<file path="config.mk">
export PLATFORM = sky130hd
export DESIGN_NAME = sdram_dq_datapath
export DESIGN_NICKNAME = d
export VERILOG_FILES = /design/src/rtl/sdram_dq_datapath.sv
export SDC_FILE = /design/constraint.sdc
export NUM_CORES = 1
export LEC_CHECK = 0
export CELL_PAD_IN_SITES_DETAIL_PLACEMENT = 1
export CELL_PAD_IN_SITES_GLOBAL_PLACEMENT = 1
export CORE_ASPECT_RATIO = 0.6
export CORE_MARGIN = 3
export CORE_UTILIZATION = 40
export CTS_CLUSTER_DIAMETER = 100
export DETAILED_ROUTE_END_ITERATION = 12
export PLACE_DENSITY = 0.84
export SLEW_MARGIN = 20
export SYNTH_ARGS = -nofsm -noshare
export SYNTH_HDL_FRONTEND = slang
export SYNTH_SLANG_ARGS = --single-unit
export TNS_END_PERCENT = 50
</file>
<file path="constraint.sdc">
create_clock -name clk -period 6.1 [get_ports clk]
set_input_delay 1.83 -clock clk [delete_from_list [all_inputs] [get_ports clk]]
set_output_delay 1.83 -clock clk [all_outputs]
set_load 0.05 [all_outputs]
</file>
<file path="src/rtl/sdram_dq_datapath.sv">
// Burst-level DQ data path between the SDRAM command sequencer and the
// per-bit DQ pad buffers.
//   Write: serialises one wide burst onto dq_o/dq_oe/dqm. Beat 0 is driven
//          in the same cycle as start_wr, so it reaches the pads together
//          with the WRITE command through one output register stage.
//   Read:  a token shift register tracks CAS latency plus pad input delay.
//          Beats sampled from dq_i are assembled into rdata. rdata_valid
//          pulses for one cycle when rdata holds a complete burst.
// Ports:
//   clk, rst_n          clock, asynchronous active-low reset
//   start_wr, start_rd  command-issue pulses from the sequencer
//   wdata, wmask        write burst and per-byte mask (beat 0 in LSBs, 1 = masked)
//   rdata, rdata_valid  assembled read burst and its one-cycle valid pulse
//   wr_busy             write beats are being driven
//   rd_inflight         read beats are still expected from the pads
//   protocol_err        sticky command-conflict flag
//   dq_o, dq_oe, dqm    to the pad output, output-enable and DQM registers
//   dq_i                from the pad input register
module sdram_dq_datapath #(
    parameter int unsigned W           = 16,
    parameter int unsigned BURST_LEN   = 4,
    parameter int unsigned CAS_LATENCY = 2,
    parameter int unsigned IN_DELAY    = 2
) (
    input  logic                           clk,
    input  logic                           rst_n,
    input  logic                           start_wr,
    input  logic                           start_rd,
    input  logic [W*BURST_LEN-1:0]         wdata,
    input  logic [BURST_LEN*(W/8)-1:0]     wmask,
    output logic [W*BURST_LEN-1:0]         rdata,
    output logic                           rdata_valid,
    output logic                           wr_busy,
    output logic                           rd_inflight,
    output logic                           protocol_err,
    output logic [W-1:0]                   dq_o,
    output logic [W-1:0]                   dq_oe,
    output logic [W/8-1:0]                 dqm,
    input  logic [W-1:0]                   dq_i
);

    localparam int unsigned BW     = W / 8;
    localparam int unsigned DW     = W * BURST_LEN;
    localparam int unsigned MW     = BW * BURST_LEN;
    localparam int unsigned RD_LAT = 1 + CAS_LATENCY + IN_DELAY;
    localparam int unsigned TOK_D  = RD_LAT + BURST_LEN;
    localparam int unsigned BC_W   = $clog2(BURST_LEN);
    // Token positions that sample dq_i: token i is set in cycle T+1+i
    localparam int unsigned S_LO   = RD_LAT - 1;
    localparam int unsigned S_HI   = RD_LAT + BURST_LEN - 2;
    // A read issued fewer than BURST_LEN cycles ago sits in these positions
    localparam int unsigned RC_HI  = BURST_LEN - 2;
    // Read beats are on the SDRAM bus while their token sits at index
    // CAS_LATENCY..CAS_LATENCY+BURST_LEN-1. A write is refused if any such
    // beat is still ahead of us within BURST_LEN+1 cycles.
    localparam int          TA_HI  = int'(CAS_LATENCY + BURST_LEN) - 1;
    localparam int          TA_LO  = int'(CAS_LATENCY) - int'(BURST_LEN) - 1;

    function automatic logic [TOK_D-1:0] ta_mask_f();
        logic [TOK_D-1:0] m;
        m = '0;
        for (int i = 0; i < int'(TOK_D); i++) begin
            if (i >= TA_LO && i <= TA_HI) m[i] = 1'b1;
        end
        return m;
    endfunction

    localparam logic [TOK_D-1:0] TA_MASK = ta_mask_f();

    typedef enum logic {
        IDLE = 1'b0,
        WR   = 1'b1
    } wr_state_t;

    wr_state_t         state_q;
    logic [BC_W-1:0]   beat_q;
    logic [DW-1:0]     wdata_q;
    logic [MW-1:0]     wmask_q;
    logic [W-1:0]      dq_o_q;
    logic [TOK_D-1:0]  tok_q;
    logic [DW-1:0]     asm_q;

    logic              in_wr;
    logic              ta_conf;
    logic              rd_conf;
    logic              acc_wr;
    logic              err_set;
    logic              beat_en;
    logic              last_beat;
    logic [DW-1:0]     asm_nxt;

    // Command acceptance and conflict detection
    always_comb begin
        in_wr   = (state_q == WR);
        ta_conf = |(tok_q & TA_MASK);
        rd_conf = |tok_q[RC_HI:0];
        acc_wr  = start_wr && !in_wr && !start_rd && !ta_conf;
        err_set = (start_wr && (in_wr || start_rd || ta_conf)) ||
                  (start_rd && rd_conf);
    end

    // Pad drive: beat 0 straight from wdata on acceptance, then latched beats
    always_comb begin
        dq_o    = dq_o_q;
        dq_oe   = '0;
        dqm     = '1;
        wr_busy = 1'b0;
        if (acc_wr) begin
            dq_o    = wdata[W-1:0];
            dq_oe   = '1;
            dqm     = wmask[BW-1:0];
            wr_busy = 1'b1;
        end else if (in_wr) begin
            dq_o    = wdata_q[W-1:0];
            dq_oe   = '1;
            dqm     = wmask_q[BW-1:0];
            wr_busy = 1'b1;
        end
    end

    // Write FSM: the latched burst shifts down one beat per cycle
    always_ff @(posedge clk or negedge rst_n) begin
        if (!rst_n) begin
            state_q <= IDLE;
            beat_q  <= '0;
            wdata_q <= '0;
            wmask_q <= '0;
            dq_o_q  <= '0;
        end else begin
            dq_o_q <= dq_o;
            case (state_q)
                IDLE: begin
                    if (acc_wr) begin
                        state_q <= WR;
                        beat_q  <= '0;
                        wdata_q <= wdata >> W;
                        wmask_q <= wmask >> BW;
                    end
                end
                WR: begin
                    wdata_q <= wdata_q >> W;
                    wmask_q <= wmask_q >> BW;
                    if (beat_q == BC_W'(BURST_LEN - 2)) begin
                        state_q <= IDLE;
                        beat_q  <= '0;
                    end else begin
                        beat_q <= beat_q + BC_W'(1);
                    end
                end
                default: state_q <= IDLE;
            endcase
        end
    end

    // Read sampling windows and assembly (beat 0 ends up in the LSBs)
    always_comb begin
        beat_en   = |tok_q[S_HI:S_LO];
        last_beat = tok_q[S_HI];
        asm_nxt   = {dq_i, asm_q[DW-1:W]};
    end

    assign rd_inflight = |tok_q;

    // Read token pipeline, assembly register and sticky error flag
    always_ff @(posedge clk or negedge rst_n) begin
        if (!rst_n) begin
            tok_q        <= '0;
            asm_q        <= '0;
            rdata        <= '0;
            rdata_valid  <= 1'b0;
            protocol_err <= 1'b0;
        end else begin
            tok_q        <= {tok_q[TOK_D-2:0], start_rd};
            rdata_valid  <= last_beat;
            protocol_err <= protocol_err | err_set;
            if (beat_en) asm_q <= asm_nxt;
            if (last_beat) rdata <= asm_nxt;
        end
    end

endmodule

</file>
**Word-level counts from Yosys, hierarchy flattened**

Cells that the tools add are included.

- $add $sub $neg: 1
- Equal/unequal tests: 2
- Muxes and demuxes: 18
- Bitwise gates (word level): 2
- Reductions and logical operators: 15

Operators with widths:

| operator | count |
|---|---|
| case mux 64 bit (2 select lines) | 1 |
| two-way mux 16 bit | 4 |
| two-way mux 64 bit | 1 |
| case mux 8 bit (2 select lines) | 1 |
| OR reduction 9 bit | 1 |
| two-way mux 2 bit | 4 |
| two-way mux 8 bit | 1 |
| OR reduction 6 bit | 1 |
| logical AND 1 bit | 5 |
| two-way mux 1 bit | 4 |
| case mux 2 bit (2 select lines) | 1 |
| OR reduction 4 bit | 1 |
| zero test 1 bit | 3 |
| logical OR 1 bit | 3 |
| OR reduction 3 bit | 1 |
| adder 2 x 1 -> 2 bit (second input constant) | 1 |
| equality test 2 bit (second input constant) | 1 |
| inequality test 2 bit (second input constant) | 1 |
| case mux 1 bit (2 select lines) | 1 |
| NOT 1 bit | 1 |
| OR 1 bit | 1 |

- Register bits after elaboration: 230
- Bits of input ports: 92
- Output and inout port bits: 102
- Word-level logic and storage cells: 48

**Longest topological paths before layout**

Gate-level depths: netlist of run 1.

- Depth in word-level cells: 6
- Gate-level depth with buffers: 6
- Mapped depth without buffers: 3

**Worst setup path before layout of run 1**

No wires, ideal clock.

- Kind: in2out
- Start: input port start_wr
- End: output port dq_o[0]
- Arrival: 3.713 ns
- Required time: 4.270 ns
- Path slack: 0.557 ns
- Stages on the path: 5
- Path buffers: 2
- Cells stage by stage: nor4b_4 and2_1 buf_2 buf_2 o311ai_1

- Cells in the longest elaborated chain, start to end: 4

Ends and longest elaborated chain:

| item | line | source |
|---|---|---|
| start, declared | 27 | `input logic start_wr,` |
| logical AND 1 bit (3 in a row) | 97 | `acc_wr = start_wr && !in_wr && !start_rd && !ta_conf;` |
| two-way mux 16 bit | 108 | `if (acc_wr) begin` |
| end, declared | 36 | `output logic [W-1:0] dq_o,` |

No other way between the ends.

**Worst setup path in the final report of run 1**

- Start: input port start_rd
- End: output port dq_o[1]

- Cells in the longest elaborated chain, start to end: 4

Ends and longest elaborated chain:

| item | line | source |
|---|---|---|
| start, declared | 28 | `input logic start_rd,` |
| zero test 1 bit | 97 |  |
| logical AND 1 bit (2 in a row) | 97 |  |
| two-way mux 16 bit | 108 |  |

No other way between the ends.

==> metrics, run 1 <==
worst reg2reg startpoint tok_q[1]$_DFF_PN0_; Multi-input gate area about 2900 um^2; crit-path max FO between 40 and 50; Worst-Margin Slew 922.0 ps; CTS root buf clkbuf_16; Syn Inst Count ~670; global-route wire length before repair between 30000 and 40000 um; crit path DAT between 3000 and 4000 ps; grt ovf 0; Post-CTS Setup Inserts 0; clock-pin slew on the worst setup and hold paths ~70 ps; Seq/Total Area, Yosys 0.5866; Max clock buf depth 2; startpoint types primary input; CTS tree yes; routed len/inst 20.35 um; Die Y 117.7 um; mapped cell area between 8000 and 9000 um^2; Pleak about 0.0044 uW; DRT Pass-1 Iters 5; Hold-fix buffers, CTS 0; Starting Density 0.4114; Max-slew headroom 0.3853; Critical path origin start_rd; Area Growth Syn to Fin 34.94%; part of the power in registers 0.399; Horiz. Die Dim between 150 and 200 um; Worst VDD drop 0.2808 mV; RSZ-0062 raised after global routing no; Slew Viols, Final 0; critical path required time ~4300 ps; number of global-route vias before repair ~6100; Mapped Nets approximately 760; quantity of I/O buffers inserted on ports 193; hold crit path type reg2reg; switching share of power 0.3465; PD cells 359.2 nW/um^2; post-DP HPWL ~15000 um; # DRC 0; final setup fails 0; fin cells between 1000 and 1500; Detail Route Antenna Nets 0; placed cells 1071; Final Net Count around 910; Sequential Area around 4900 um^2; Synth cell types 26; Logic pwr share 0.314; initial antenna violation count 1; Avg Inst Size Synth 12.51 um^2; Synth Register Bits between 150 and 200; H-tree depth 4; largest net degree at the start of global routing 109; clk sinks between 150 and 200; P_sw roughly 1400 uW; DR iter-0 viols 364; status finished clean; Synthesis Warnings 0; Final Util 0.5552; Setup Skew roughly 7.7 ps; # rows 40; PostCTS Resize Cnt 0; total power between 4000 and 5000 uW; fmax 0.1807 GHz; final hold violation count 0; clock share of power 0.286; post-place setup slack between 500 and 600 ps; Worst Setup Path Type in2out; setup TNS 0 ps; die area between 20000 and 25000 um^2; GPL Wtd Cong between 0.7 and 0.8; share of layout cells above drive strength 1 0.2398; core area 20220 um^2; number of CTS-inserted buffers 17; internal power around 2600 uW; max cap viols 0; crit path capture type primary output; Post-Route WL between 20000 and 25000 um; Vias slightly below 6000; Worst-Skew Late Latency between 400 and 500 ps; I/O pin total slightly below 200; fillers between 2000 and 2500; fin crit share 0.9072; Total GRT Usage 0.2023; min Tclk post-route ~5500 ps; n_diodes 0; min-delay src tok_q[3]$_DFF_PN0_; setup ws final around 570 ps; Vias/cell ~5.3
final timing paths:
| kind | to | slack (ps) | cells past startpoint |
|---|---|---|---|
| setup / recovery | dq_o[1] | 570 | 6 |
| max in group asynchronous | asm_q[19]$_DFFE_PN0P_ | 3610 | 2 |
| min in group asynchronous | dq_o_q[4]$_DFF_PN0_ | 1480 | 1 |
| hold reg to reg | tok_q[4]$_DFF_PN0_ | 420 | 0 |
| hold / removal | tok_q[4]$_DFF_PN0_ | 420 | 0 |
| setup reg to reg | wdata_q[20]$_DFFE_PN0P_ | 3770 | 6 |
routing by layer:
metal	routed length (um)	vias to the layer above	part of all wire	global-route usage
met5	0	-	0	0
met4	194	0	0.0086	0.04047
met3	1391	14	0.062	0.05119
met2	10240	120	0.46	0.2991
met1	10610	2993	0.47	0.3021
li1	-	2675	-	-
state kept, by name, summed over array words and instances, names as in the netlist:
signal and count:
rdata 64, asm_q 48, wdata_q 48, dq_o_q 16
tok_q 8, wmask_q 6, beat_q 2, in_wr 1
protocol_err 1, rdata_valid 1
worst max-delay path: stages:
cell and delay (ps):
clkdlybuf4s50_1 570, nor4b_4 80, and2_2 260, buf_12 180, o311ai_1 530, buf_12 210
per-stage QoR:
| stage | hold WS [ps] | area [um^2] |
|---|---|---|
| final | 422.9 | 11230 |
| after detailed placement | 406.6 | 10620 |
| after global routing | 439.9 | 11230 |
| after CTS | 422.3 | 11230 |
| after floorplan | 355.3 | 8319 |
| after global placement | 388.5 | 10620 |
logic make-up (layout without fill, tap and decap cells):
logic type | after synthesis | after routing | share of synthesized area
buffers and inverters | 127 | 292 | 0.06753
AO/OA/AOI/OAI | 78 | 78 | 0.07219
AND/OR/NAND/NOR | 153 | 153 | 0.1221
flip-flops | 195 | 195 | 0.5866
multiplexers | 112 | 112 | 0.1516
Yosys cell counts, drive strengths merged:
library cell	number	area [um^2]
a21oi	1	5.000
a22oi	2	15.01
a31oi	1	6.260
a32oi	1	8.760
and2	1	6.260
buf	36	220.2
clkbuf	37	138.9
dfrtp	195	4880
inv	54	202.7
mux2	112	1261
nand2	52	195.2
nand2b	21	131.4
nand3b	1	7.510
nand4b	70	613.1
nor2	4	15.01
nor3	1	5.000
nor4	2	18.77
nor4b	1	23.77
o21ai	18	90.09
o22ai	2	12.51
o311ai	52	455.4
o31ai	1	7.510
final cells by class:
cell class                 count  share of cell area
multi-input combinational    343              0.2578
tap                          273             0.03043
inverter                      54             0.01806
sequential                   195              0.4351
clock buffer                  18             0.03912
timing repair buffer         206              0.2045
clock inverter                14             0.01494
power groups by stage:
stage	clock network, uW	logic, uW	registers, uW
4_1_cts	1190	1280	1610
6_report	1150	1270	1610
2_1_floorplan	0	657	1740
5_1_grt	1240	1340	1640
3_3_place_gp	0	1250	1620
3_5_place_dp	0	1270	1630
cell usage in the layout (no fill, tap or decap), drive strengths merged, types with 2 or more instances in the layout:
master / count
clkinv: 4
inv: 60
nor4: 2
bufinv: 2
mux2: 112
nor2: 4
nand2b: 21
dfrtp: 195
clkdlybuf4s50: 157
clkbuf: 19
nand4b: 70
buf: 48
nand2: 52
o311ai: 52
o21ai: 18
clkinvlp: 2
a22oi: 2
o22ai: 2
Note: power is estimated with default switching activity, not from simulation.
==> run 2: changes to the inputs <==
- SLEW_MARGIN: 20 -> 25
==> results of run 2 <==
The final DEF is identical to that of run 1; final timing and power are the same.
